[src/rtl/uart_baud_cfg_ctrl_if.sv]
// Configuration request channel between the APB register file and the baud
// configuration sequencer: valid/ready request plus done/error completion pulses.
interface uart_baud_cfg_ctrl_if;
  logic        cfg_valid;
  logic        cfg_ready;
  logic [12:0] cfg_baud_val;
  logic [2:0]  cfg_frac;
  logic        cfg_done;
  logic        cfg_err;

  modport master (
    output cfg_valid, cfg_baud_val, cfg_frac,
    input  cfg_ready, cfg_done, cfg_err
  );

  modport slave (
    input  cfg_valid, cfg_baud_val, cfg_frac,
    output cfg_ready, cfg_done, cfg_err
  );
endinterface

[src/rtl/uart_baud_cfg_ctrl.sv]
// Run-time baud reconfiguration for the CoreUARTapb clock generator: waits for
// an idle line and a bit boundary, applies the new divider, restarts the generator.
module uart_baud_cfg_ctrl #(
  parameter bit          FRCTN_EN       = 1'b0,
  parameter logic [12:0] RESET_BAUD_VAL = 13'd1,
  parameter logic [2:0]  RESET_FRAC     = 3'd0,
  parameter logic [15:0] IDLE_TIMEOUT   = 16'd0,
  parameter int unsigned RESTART_CYCLES = 2,
  parameter int unsigned SETTLE_TICKS   = 16
) (
  input  logic                       clk,
  input  logic                       reset_n,
  uart_baud_cfg_ctrl_if.slave        cfg,
  input  logic                       tx_busy,
  input  logic                       rx_busy,
  input  logic                       xmit_pulse,
  input  logic                       baud_clock,
  output logic [12:0]                baud_val,
  output logic [2:0]                 baud_val_fraction,
  output logic                       gen_reset_n,
  output logic                       busy
);

  localparam int unsigned RST_W  = $clog2(RESTART_CYCLES + 1);
  localparam int unsigned TICK_W = $clog2(SETTLE_TICKS + 1);
  localparam logic [RST_W-1:0]  RST_LAST  = RST_W'(RESTART_CYCLES - 1);
  localparam logic [TICK_W-1:0] TICK_LAST = TICK_W'(SETTLE_TICKS - 1);
  localparam logic [2:0]        FRAC_RST  = FRCTN_EN ? RESET_FRAC : 3'd0;

  typedef enum logic [2:0] {
    S_IDLE,
    S_WAIT_IDLE,
    S_WAIT_EDGE,
    S_APPLY,
    S_RESTART,
    S_SETTLE
  } state_t;

  state_t            state;
  logic [15:0]       to_cnt;
  logic [RST_W-1:0]  rst_cnt;
  logic [TICK_W-1:0] tick_cnt;
  logic [12:0]       sh_baud;
  logic [2:0]        sh_frac;
  logic              done_q;
  logic              err_q;

  logic [2:0]  eff_frac;
  logic [15:0] to_cnt_inc;
  logic        line_busy;

  assign eff_frac   = FRCTN_EN ? cfg.cfg_frac : 3'd0;
  assign to_cnt_inc = (to_cnt == 16'hFFFF) ? to_cnt : to_cnt + 16'd1;
  assign line_busy  = tx_busy | rx_busy;

  assign cfg.cfg_ready = (state == S_IDLE);
  assign cfg.cfg_done  = done_q;
  assign cfg.cfg_err   = err_q;
  assign busy          = (state != S_IDLE);

  // NOTE: all state below is updated with <= so every branch sees the pre-edge
  // values; the shadow registers are plain flops, so they are reset too.
  always_ff @(posedge clk) begin
    if (!reset_n) begin
      state             <= S_IDLE;
      baud_val          <= RESET_BAUD_VAL;
      baud_val_fraction <= FRAC_RST;
      gen_reset_n       <= 1'b0;
      done_q            <= 1'b0;
      err_q             <= 1'b0;
      to_cnt            <= '0;
      rst_cnt           <= '0;
      tick_cnt          <= '0;
      sh_baud           <= '0;
      sh_frac           <= '0;
    end else begin
      done_q <= 1'b0;
      err_q  <= 1'b0;
      case (state)
        S_IDLE: begin
          gen_reset_n <= 1'b1;
          if (cfg.cfg_valid) begin
            sh_baud <= cfg.cfg_baud_val;
            sh_frac <= eff_frac;
            // A zero divider with a fraction has no meaning to the generator.
            if (cfg.cfg_baud_val == 13'd0 && eff_frac != 3'd0) begin
              err_q <= 1'b1;
            end else begin
              to_cnt <= '0;
              state  <= S_WAIT_IDLE;
            end
          end
        end
        S_WAIT_IDLE: begin
          to_cnt <= to_cnt_inc;
          if (!line_busy) begin
            state <= S_WAIT_EDGE;
          end else if (IDLE_TIMEOUT != 16'd0 && to_cnt_inc == IDLE_TIMEOUT) begin
            err_q <= 1'b1;
            state <= S_IDLE;
          end
        end
        S_WAIT_EDGE: begin
          // Busy wins over a coincident bit boundary; the timeout keeps accumulating.
          if (line_busy) begin
            state <= S_WAIT_IDLE;
          end else if (xmit_pulse) begin
            state <= S_APPLY;
          end
        end
        S_APPLY: begin
          baud_val          <= sh_baud;
          baud_val_fraction <= sh_frac;
          gen_reset_n       <= 1'b0;
          rst_cnt           <= '0;
          state             <= S_RESTART;
        end
        S_RESTART: begin
          if (rst_cnt == RST_LAST) begin
            gen_reset_n <= 1'b1;
            tick_cnt    <= '0;
            state       <= S_SETTLE;
          end else begin
            rst_cnt <= rst_cnt + RST_W'(1);
          end
        end
        S_SETTLE: begin
          if (baud_clock) begin
            if (tick_cnt == TICK_LAST) begin
              done_q <= 1'b1;
              state  <= S_IDLE;
            end else begin
              tick_cnt <= tick_cnt + TICK_W'(1);
            end
          end
        end
        default: state <= S_IDLE;
      endcase
    end
  end

endmodule

[src/flat_wrapper.sv]
// flat-port wrapper written by rule: the top's interface ports become plain ports
module uart_baud_cfg_ctrl_flat 
#(
  parameter bit          FRCTN_EN       = 1'b0,
  parameter logic [12:0] RESET_BAUD_VAL = 13'd1,
  parameter logic [2:0]  RESET_FRAC     = 3'd0,
  parameter logic [15:0] IDLE_TIMEOUT   = 16'd0,
  parameter int unsigned RESTART_CYCLES = 2,
  parameter int unsigned SETTLE_TICKS   = 16
)
  (clk, reset_n, tx_busy, rx_busy, xmit_pulse, baud_clock, baud_val, baud_val_fraction, gen_reset_n, busy, cfg_cfg_valid, cfg_cfg_baud_val, cfg_cfg_frac, cfg_cfg_ready, cfg_cfg_done, cfg_cfg_err);
  uart_baud_cfg_ctrl_if cfg_i ();
  input  logic clk;
  input  logic reset_n;
  input  logic tx_busy;
  input  logic rx_busy;
  input  logic xmit_pulse;
  input  logic baud_clock;
  output logic [12:0] baud_val;
  output logic [2:0] baud_val_fraction;
  output logic gen_reset_n;
  output logic busy;
  input wire logic [$bits(cfg_i.cfg_valid)-1:0] cfg_cfg_valid;
  input wire logic [$bits(cfg_i.cfg_baud_val)-1:0] cfg_cfg_baud_val;
  input wire logic [$bits(cfg_i.cfg_frac)-1:0] cfg_cfg_frac;
  output wire logic [$bits(cfg_i.cfg_ready)-1:0] cfg_cfg_ready;
  output wire logic [$bits(cfg_i.cfg_done)-1:0] cfg_cfg_done;
  output wire logic [$bits(cfg_i.cfg_err)-1:0] cfg_cfg_err;
  assign cfg_i.cfg_valid = cfg_cfg_valid;
  assign cfg_i.cfg_baud_val = cfg_cfg_baud_val;
  assign cfg_i.cfg_frac = cfg_cfg_frac;
  assign cfg_cfg_ready = cfg_i.cfg_ready;
  assign cfg_cfg_done = cfg_i.cfg_done;
  assign cfg_cfg_err = cfg_i.cfg_err;
  uart_baud_cfg_ctrl #(.FRCTN_EN(FRCTN_EN), .RESET_BAUD_VAL(RESET_BAUD_VAL), .RESET_FRAC(RESET_FRAC), .IDLE_TIMEOUT(IDLE_TIMEOUT), .RESTART_CYCLES(RESTART_CYCLES), .SETTLE_TICKS(SETTLE_TICKS)) u_core (.clk(clk), .reset_n(reset_n), .cfg(cfg_i), .tx_busy(tx_busy), .rx_busy(rx_busy), .xmit_pulse(xmit_pulse), .baud_clock(baud_clock), .baud_val(baud_val), .baud_val_fraction(baud_val_fraction), .gen_reset_n(gen_reset_n), .busy(busy));
endmodule
[config.mk]
export PLATFORM = sky130hd
export DESIGN_NAME = uart_baud_cfg_ctrl_flat
export DESIGN_NICKNAME = d
export VERILOG_FILES = /design/src/rtl/uart_baud_cfg_ctrl_if.sv /design/src/rtl/uart_baud_cfg_ctrl.sv /design/src/flat_wrapper.sv
export SDC_FILE = /design/constraint.sdc
export NUM_CORES = 1
export LEC_CHECK = 0
export ABC_AREA = 0
export CELL_PAD_IN_SITES_DETAIL_PLACEMENT = 1
export CELL_PAD_IN_SITES_GLOBAL_PLACEMENT = 2
export CORE_UTILIZATION = 27
export DETAILED_ROUTE_END_ITERATION = 10
export PLACE_DENSITY = 0.8
export SLEW_MARGIN = 20
export SYNTH_ARGS = -nofsm -noshare
export SYNTH_HDL_FRONTEND = slang
export SYNTH_SLANG_ARGS = --single-unit
[constraint.sdc]
create_clock -name clk -period 2.3 [get_ports clk]
set_input_delay 0.575 -clock clk [delete_from_list [all_inputs] [get_ports clk]]
set_output_delay 0.575 -clock clk [all_outputs]
set_load 0.02 [all_outputs]
==> impl_metrics.py, run 1 <==
metrics = {
    "outcome": {
        "result_of_the_run": "completed",
    },
    "finish": {
        "layout.nets": 261,
        "layout.cells.most_common": "sky130_fd_sc_hd__nand2_1",
        "antenna-diode-count": 0,
        "final_cell_mix": "57 x sky130_fd_sc_hd__nand2_1, 38 x sky130_fd_sc_hd__dfxtp_1, 36 x sky130_fd_sc_hd__clkdlybuf4s50_1",
        "post_route_cells_drive_above_1_share": 0.0936,
        "layout-area-overhead-vs-synth_pct": 32.2,
        "fill_cells": 670,
        "finished_core_util": 0.380,
        "design_area_sq_mm": 0.00214,
    },
    "route": {
        "drt-initial-drc-count": 45,
        "number_of_design_rule_violations_left_after_detail_routing": 0,
        "drt.antenna.violating_nets": 0,
        "vias_per_cell": 4.57,
        "dr_total_vias": 1402,
        "routed_wire_length_per_instance_um": 12.3,
        "drt-total-wl_mm": 3.77,
        "drt_pass1_iterations": 4,
    },
    "place": {
        "dp.final_hpwl_mm": 2.67,
        "finalWeightedCongestion": 0.706,
        "detailed_place.area_sq_mm": 0.00203,
        "dp_slack_ns": 0.287,
        "io_buffers": 36,
    },
    "logic_synthesis": {
        "synth_seq_area_share": 0.469,
        "yosysWarnings": 0,
        "postSynthAreaPerCell_sq_um": 8.20,
        "ys_seq_elements": 38,
        "async_set_or_reset_register_ratio_after_synthesis": 0,
        "synthFlopType": "sky130_fd_sc_hd__dfxtp_1",
        "synthesis.instances": 198,
        "synth_cell_type_count": 38,
        "number_of_synthesized_flops_with_an_enable_pin": 0,
        "syn-cell-area_sq_mm": 0.00162,
    },
    "clocking": {
        "cts_tree": "done",
        "insertion_delay_ns": 0.28,
        "post_cts.repair.setup_buffers": 0,
        "resize_count_post_cts": 0,
        "cts_buffers": 5,
        "clkSinkCount": 38,
        "hold_buffers": 0,
        "clkTransAtPathRegs_ns": 0.07,
        "cts_buffer_depth": 2,
        "cts-htree-levels": 2,
        "cts.root.buffer_cell": "sky130_fd_sc_hd__clkbuf_8",
    },
    "worst_setup_path": {
        "timing.rr.start": "u_core.tick_cnt[0]",
        "crit_path_cell_trace": "nor3_2 > clkdlybuf4s50_1",
        "worst_setup_path_end_kind": "output pin",
        "cp_data_required_time_ns": 1.73,
        "crit_fanout": 4,
        "cpLargestDelayFamily": "buffers and inverters",
        "worstSetupPathType": "reg2out",
        "cpPeakStageDelay_ns": 0.67,
        "critPathBufInv": 1,
        "arrival_ns": 1.58,
        "startpoint_class": "flop",
        "worst_path_max_delay_cell": "sky130_fd_sc_hd__clkdlybuf4s50_1",
        "critical_path.startpoint": "u_core.state[2]",
    },
    "floorplan": {
        "floorplan.die.height_um": 79.5,
        "number_of_rows_in_the_core_area": 27,
        "effective_utilization_at_floorplan": 0.288,
        "fp.dieArea_sq_mm": 0.00632,
        "top_level_ports": 44,
        "dieWidth_um": 79.5,
        "core_area_sq_mm": 0.00564,
    },
    "timing": {
        "setup_tns_ns": 0,
        "drv_slew": 0,
        "maxSlewHeadroom": 0.438,
        "timing.final.ws_setup_ns": 0.145,
        "fmax_ghz": 0.464,
        "timing_hold_violations_final": 0,
        "fin_crit_sh": 0.937,
        "grt_setup_unrepaired": "false",
        "skew_ns": 0.00571,
        "finalSetupViolations": 0,
        "finalWorstPathRequiredPeriod_ns": 2.16,
        "worst-slew-pin-transition_ns": 0.843,
    },
    "power": {
        "power.share.clock": 0.331,
        "report.power.total_mw": 1.71,
        "cellInternalPower_mw": 1.23,
        "cellLeakagePower_nw": 0.781,
        "part_of_the_total_power_dissipated_in_sequential_elements": 0.432,
        "netSwitchingPower_mw": 0.481,
        "worst_case_vdd_ir_drop_v": 0.000301,
        "share_comb_of_total_power": 0.237,
        "power_per_cell_area_mw_per_mm2": 796,
        "power.share.switching": 0.282,
    },
    "run": {
        "drv_cap": 0,
    },
    "global_routing": {
        "via_count_of_the_first_global_routing_pass": 1351,
        "met3_usage": 0.0286,
        "global_route_wire_length_before_repair_mm": 6.35,
        "use_met2": 0.210,
        "met1_usage": 0.170,
        "pin_count_of_the_biggest_net_entering_global_routing": 20,
        "grt_busiest_layer": "met2",
        "antenna_violations_before_repair": 0,
        "globalRouteOverflowTotal": 0,
        "grt.total_usage": 0.132,
    },
    "hold_path": {
        "hold_path_startpoint": "u_core.sh_baud[4]",
        "hold_path_class": "reg2reg",
    },
}
==> worst register-to-register path, stage by stage (launching register included) <==
cell	delay (ns)
sky130_fd_sc_hd__dfxtp_1	0.34
sky130_fd_sc_hd__ha_1	0.24
sky130_fd_sc_hd__and3_1	0.20
sky130_fd_sc_hd__ha_1	0.21
sky130_fd_sc_hd__nand3b_4	0.18
sky130_fd_sc_hd__a21oi_2	0.27
sky130_fd_sc_hd__o21ai_0	0.13
sky130_fd_sc_hd__a31o_1	0.23
==> power by group through the flow <==
| stage | clock network (mW) | registers [mW] | logic [mW] |
|---|---|---|---|
| 6_report | 0.565 | 0.738 | 0.405 |
| 5_1_grt | 0.612 | 0.745 | 0.448 |
| 4_1_cts | 0.591 | 0.739 | 0.411 |
| 3_5_place_dp | 0 | 0.754 | 0.409 |
| 3_3_place_gp | 0 | 0.752 | 0.402 |
| 2_1_floorplan | 0 | 0.758 | 0.277 |
==> area by class of cell <==
type | instances | area, sq um | area share
Sequential cell | 38 | 761 | 0.355
Multi-Input combinational cell | 140 | 742 | 0.346
Timing Repair Buffer | 43 | 413 | 0.193
Tap cell | 72 | 90.1 | 0.0420
Clock buffer | 6 | 82.6 | 0.0385
Clock inverter | 1 | 30.0 | 0.0140
Inverter | 7 | 26.3 | 0.0123
==> kinds of logic (layout without fill, tap and decap cells) <==
family	count (synthesis)	after routing	synth area share
buffers and inverters	23	57	0.0809
flip-flops	38	38	0.469
adder cells (fa/ha/maj)	3	3	0.0231
other	1	4	0.00231
XOR/XNOR	1	1	0.00540
AND/OR/NAND/NOR	87	87	0.258
AO/OA/AOI/OAI	45	45	0.162
==> metrics by stage <==
stage                     cells  hold slack, ns
after floorplan             201           0.432
after global placement      300           0.442
after detailed placement    300           0.445
after CTS                   307           0.457
after global routing        307           0.474
final                       307           0.451
==> Yosys cell counts (all sizes together), types with 3 or more instances <==
| master | number | share of area |
|---|---|---|
| nand2 | 57 | 0.13 |
| dfxtp | 38 | 0.47 |
| a21oi | 31 | 0.098 |
| buf | 12 | 0.055 |
| inv | 7 | 0.016 |
| nor2 | 6 | 0.014 |
| nand3 | 5 | 0.015 |
| clkbuf | 4 | 0.010 |
| nor3 | 4 | 0.015 |
| o21ai | 4 | 0.012 |
| and3 | 3 | 0.012 |
| ha | 3 | 0.023 |
==> sequential cells by signal, summed over array words and instances, names as in the netlist <==
name and count:
u_core.sh_baud 13, u_core.tick_cnt 5, u_core.rst_cnt 2, u_core.state 3
u_core.gen_reset_n 1, u_core.cfg.cfg_done 1, u_core.baud_val 13
==> metal layers <==
metal | vias to the layer above | part of all wire | wire [um]
li1 | 727 | - | -
met1 | 636 | 0.50 | 1870
met2 | 34 | 0.44 | 1670
met3 | 5 | 0.048 | 181
met4 | 0 | 0.014 | 53
met5 | - | 0 | 0
==> worst paths after layout <==
path,to,slack [ns],depth (start not counted)
max reg2reg,u_core.tick_cnt[2],0.41,7
min reg2reg,u_core.baud_val[4],0.45,2
max,cfg_cfg_ready,0.14,2
min,u_core.baud_val[4],0.45,2
Power figures use the tool's default switching activity.
==> inputs of run 2 (changes only) <==
- CORE_UTILIZATION: 27 -> 30
- CTS_BUF_LIST: unset -> sky130_fd_sc_hd__clkbuf_2 sky130_fd_sc_hd__clkbuf_4 sky130_fd_sc_hd__clkbuf_8
- PLACE_DENSITY: 0.8 -> 0.88
- SKIP_LAST_GASP: unset -> 1
- clock period: 2.3 -> 2.69 ns (I/O delays scaled with it)
==> run 2 against run 1 <==
  * Global-route usage grew 1.7 points
  * Design area grew 0.93%
  * Clock power grew 7.3%
  * Worst hold slack is essentially flat
  * Cell count shrank 0.65%
  * Sequential share of layout area shrank 0.33 points
  * Register-to-register slack gained 0.39 ns
  * Highest routed layer unchanged
  * Critical path depth is the same
  * Sequential power shrank 14%
  * Utilization grew 3.8 points
  * Count of clock-buffer cells in the layout is the same
==> impl_metrics.py, run 2 (synthesis results as in run 1) <==
metrics = {
    "worst_setup_path": {
        "timing.rr.start": "u_core.tick_cnt[0]",
        "crit_fanout": 10,
        "critical_path.reg2reg.endpoint": "u_core.tick_cnt[2]",
        "worstRegToRegCells": 7,
        "startpoint_class": "flop",
        "cp_data_required_time_ns": 2.02,
        "arrival_ns": 1.66,
        "worst_setup_path_end_kind": "output pin",
        "r2r_setup_slk_ns": 0.80,
        "worstSetupPathType": "reg2out",
    },
    "hold_path": {
        "min_delay_worst_endpoint": "u_core.baud_val[4]",
        "hold_path_startpoint": "u_core.sh_baud[4]",
        "hold_path_class": "reg2reg",
        "hold-path-cell-count": 2,
    },
    "timing": {
        "finalWorstPathRequiredPeriod_ns": 2.33,
        "fmax_ghz": 0.429,
        "worst-slew-pin-transition_ns": 0.867,
        "timing.final.ws_setup_ns": 0.361,
        "timing_hold_violations_final": 0,
        "drv_slew": 0,
        "skew_ns": 0.0131,
        "fin_crit_sh": 0.866,
        "setup_tns_ns": 0,
        "maxSlewHeadroom": 0.422,
        "grt_setup_unrepaired": "false",
        "finalSetupViolations": 0,
    },
    "floorplan": {
        "core_area_sq_mm": 0.00517,
        "number_of_rows_in_the_core_area": 26,
        "floorplan.die.height_um": 75.6,
        "fp.dieArea_sq_mm": 0.00571,
        "top_level_ports": 44,
        "effective_utilization_at_floorplan": 0.314,
        "dieWidth_um": 75.6,
    },
    "place": {
        "io_buffers": 36,
        "dp_slack_ns": 0.582,
        "finalWeightedCongestion": 0.724,
        "dp.final_hpwl_mm": 2.68,
    },
    "route": {
        "drt.antenna.violating_nets": 0,
        "drt-total-wl_mm": 3.89,
        "drt_pass1_iterations": 2,
        "number_of_design_rule_violations_left_after_detail_routing": 0,
        "routed_wire_length_per_instance_um": 12.7,
        "dr_total_vias": 1422,
        "vias_per_cell": 4.66,
        "drt-initial-drc-count": 50,
    },
    "clocking": {
        "hold_buffers": 0,
        "clkTransAtPathRegs_ns": 0.08,
        "clkSinkCount": 38,
        "cts_buffers": 5,
        "cts_buffer_depth": 2,
        "insertion_delay_ns": 0.30,
        "post_cts.repair.setup_buffers": 0,
        "cts_tree": "done",
        "cts.root.buffer_cell": "sky130_fd_sc_hd__clkbuf_8",
        "cts-htree-levels": 2,
        "resize_count_post_cts": 0,
    },
    "finish": {
        "post_route_cells_drive_above_1_share": 0.0936,
        "final_cell_mix": "57 x sky130_fd_sc_hd__nand2_1, 38 x sky130_fd_sc_hd__dfxtp_1, 36 x sky130_fd_sc_hd__clkdlybuf4s50_1",
        "layout-area-overhead-vs-synth_pct": 33.4,
        "antenna-diode-count": 0,
        "layout.cells.most_common": "sky130_fd_sc_hd__nand2_1",
        "biggest_regs": "u_core.baud_val x13, u_core.sh_baud x13, u_core.tick_cnt x5",
        "layout.nets": 260,
        "fill_cells": 614,
    },
    "global_routing": {
        "global_route_wire_length_before_repair_mm": 6.18,
        "grt.total_usage": 0.149,
        "antenna_violations_before_repair": 0,
        "pin_count_of_the_biggest_net_entering_global_routing": 22,
        "via_count_of_the_first_global_routing_pass": 1339,
        "globalRouteOverflowTotal": 0,
    },
    "outcome": {
        "result_of_the_run": "completed",
    },
    "power": {
        "power_per_cell_area_mw_per_mm2": 729,
        "worst_case_vdd_ir_drop_v": 0.000235,
        "cellLeakagePower_nw": 0.790,
    },
    "run": {
        "drv_cap": 0,
    },
}
[run 2: stage by stage]
stage | util | std cells | cell area (sq um) | power (mW) | hold slack, ns
floorplan | - | 201 | 1630 | 0.885 | 0.432
global placement | 0.391 | 297 | 2020 | 0.980 | 0.442
detailed placement | 0.391 | 297 | 2020 | 0.989 | 0.446
CTS | 0.418 | 305 | 2160 | 1.60 | 0.457
global route | 0.418 | 305 | 2160 | 1.66 | 0.478
finish | 0.418 | 305 | 2160 | 1.58 | 0.451
[run 2: worst max-delay path by stage]
stage / from / to / slack, ns / cells after the start
after floorplan: u_core.state[0] / busy / 0.95 / 3
after global placement: cfg_cfg_valid / u_core.state[0] / 0.60 / 5
after detailed placement: cfg_cfg_valid / u_core.state[0] / 0.58 / 5
after CTS: u_core.state[1] / cfg_cfg_ready / 0.35 / 2
after global routing: u_core.state[1] / cfg_cfg_ready / 0.22 / 2
final: u_core.state[1] / cfg_cfg_ready / 0.36 / 2
[run 2: layer usage]
metal | vias to the layer above | part of all wire | track usage
li1 | 723 | - | -
met1 | 667 | 0.46 | 0.174
met2 | 26 | 0.49 | 0.254
met3 | 6 | 0.032 | 0.0489
met4 | 0 | 0.016 | 0.0556
met5 | - | 0 | 0
[run 2: worst max-delay path, cell delays in order (launching register included)]
cell and delay (ns):
sky130_fd_sc_hd__dfxtp_1 0.42, sky130_fd_sc_hd__nor3_2 0.27, sky130_fd_sc_hd__clkdlybuf4s50_1 0.66
[run 2: final cells by class]
cell class | instances | area, sq um | area share
repair buffers | 42 | 405 | 0.187
clock inverters | 2 | 60.1 | 0.0277
well taps | 70 | 87.6 | 0.0405
inverters | 7 | 26.3 | 0.0121
multi-input cells | 140 | 742 | 0.343
flip-flops and latches | 38 | 761 | 0.351
clock buffers | 6 | 82.6 | 0.0382
[run 2: report_power, final]
part | total (mW) | leakage [nW] | switching [mW] | internal, mW
registers | 0.633 | 0.309 | 0.0261 | 0.607
clock network | 0.606 | 0.0714 | 0.210 | 0.396
logic | 0.339 | 0.410 | 0.195 | 0.144
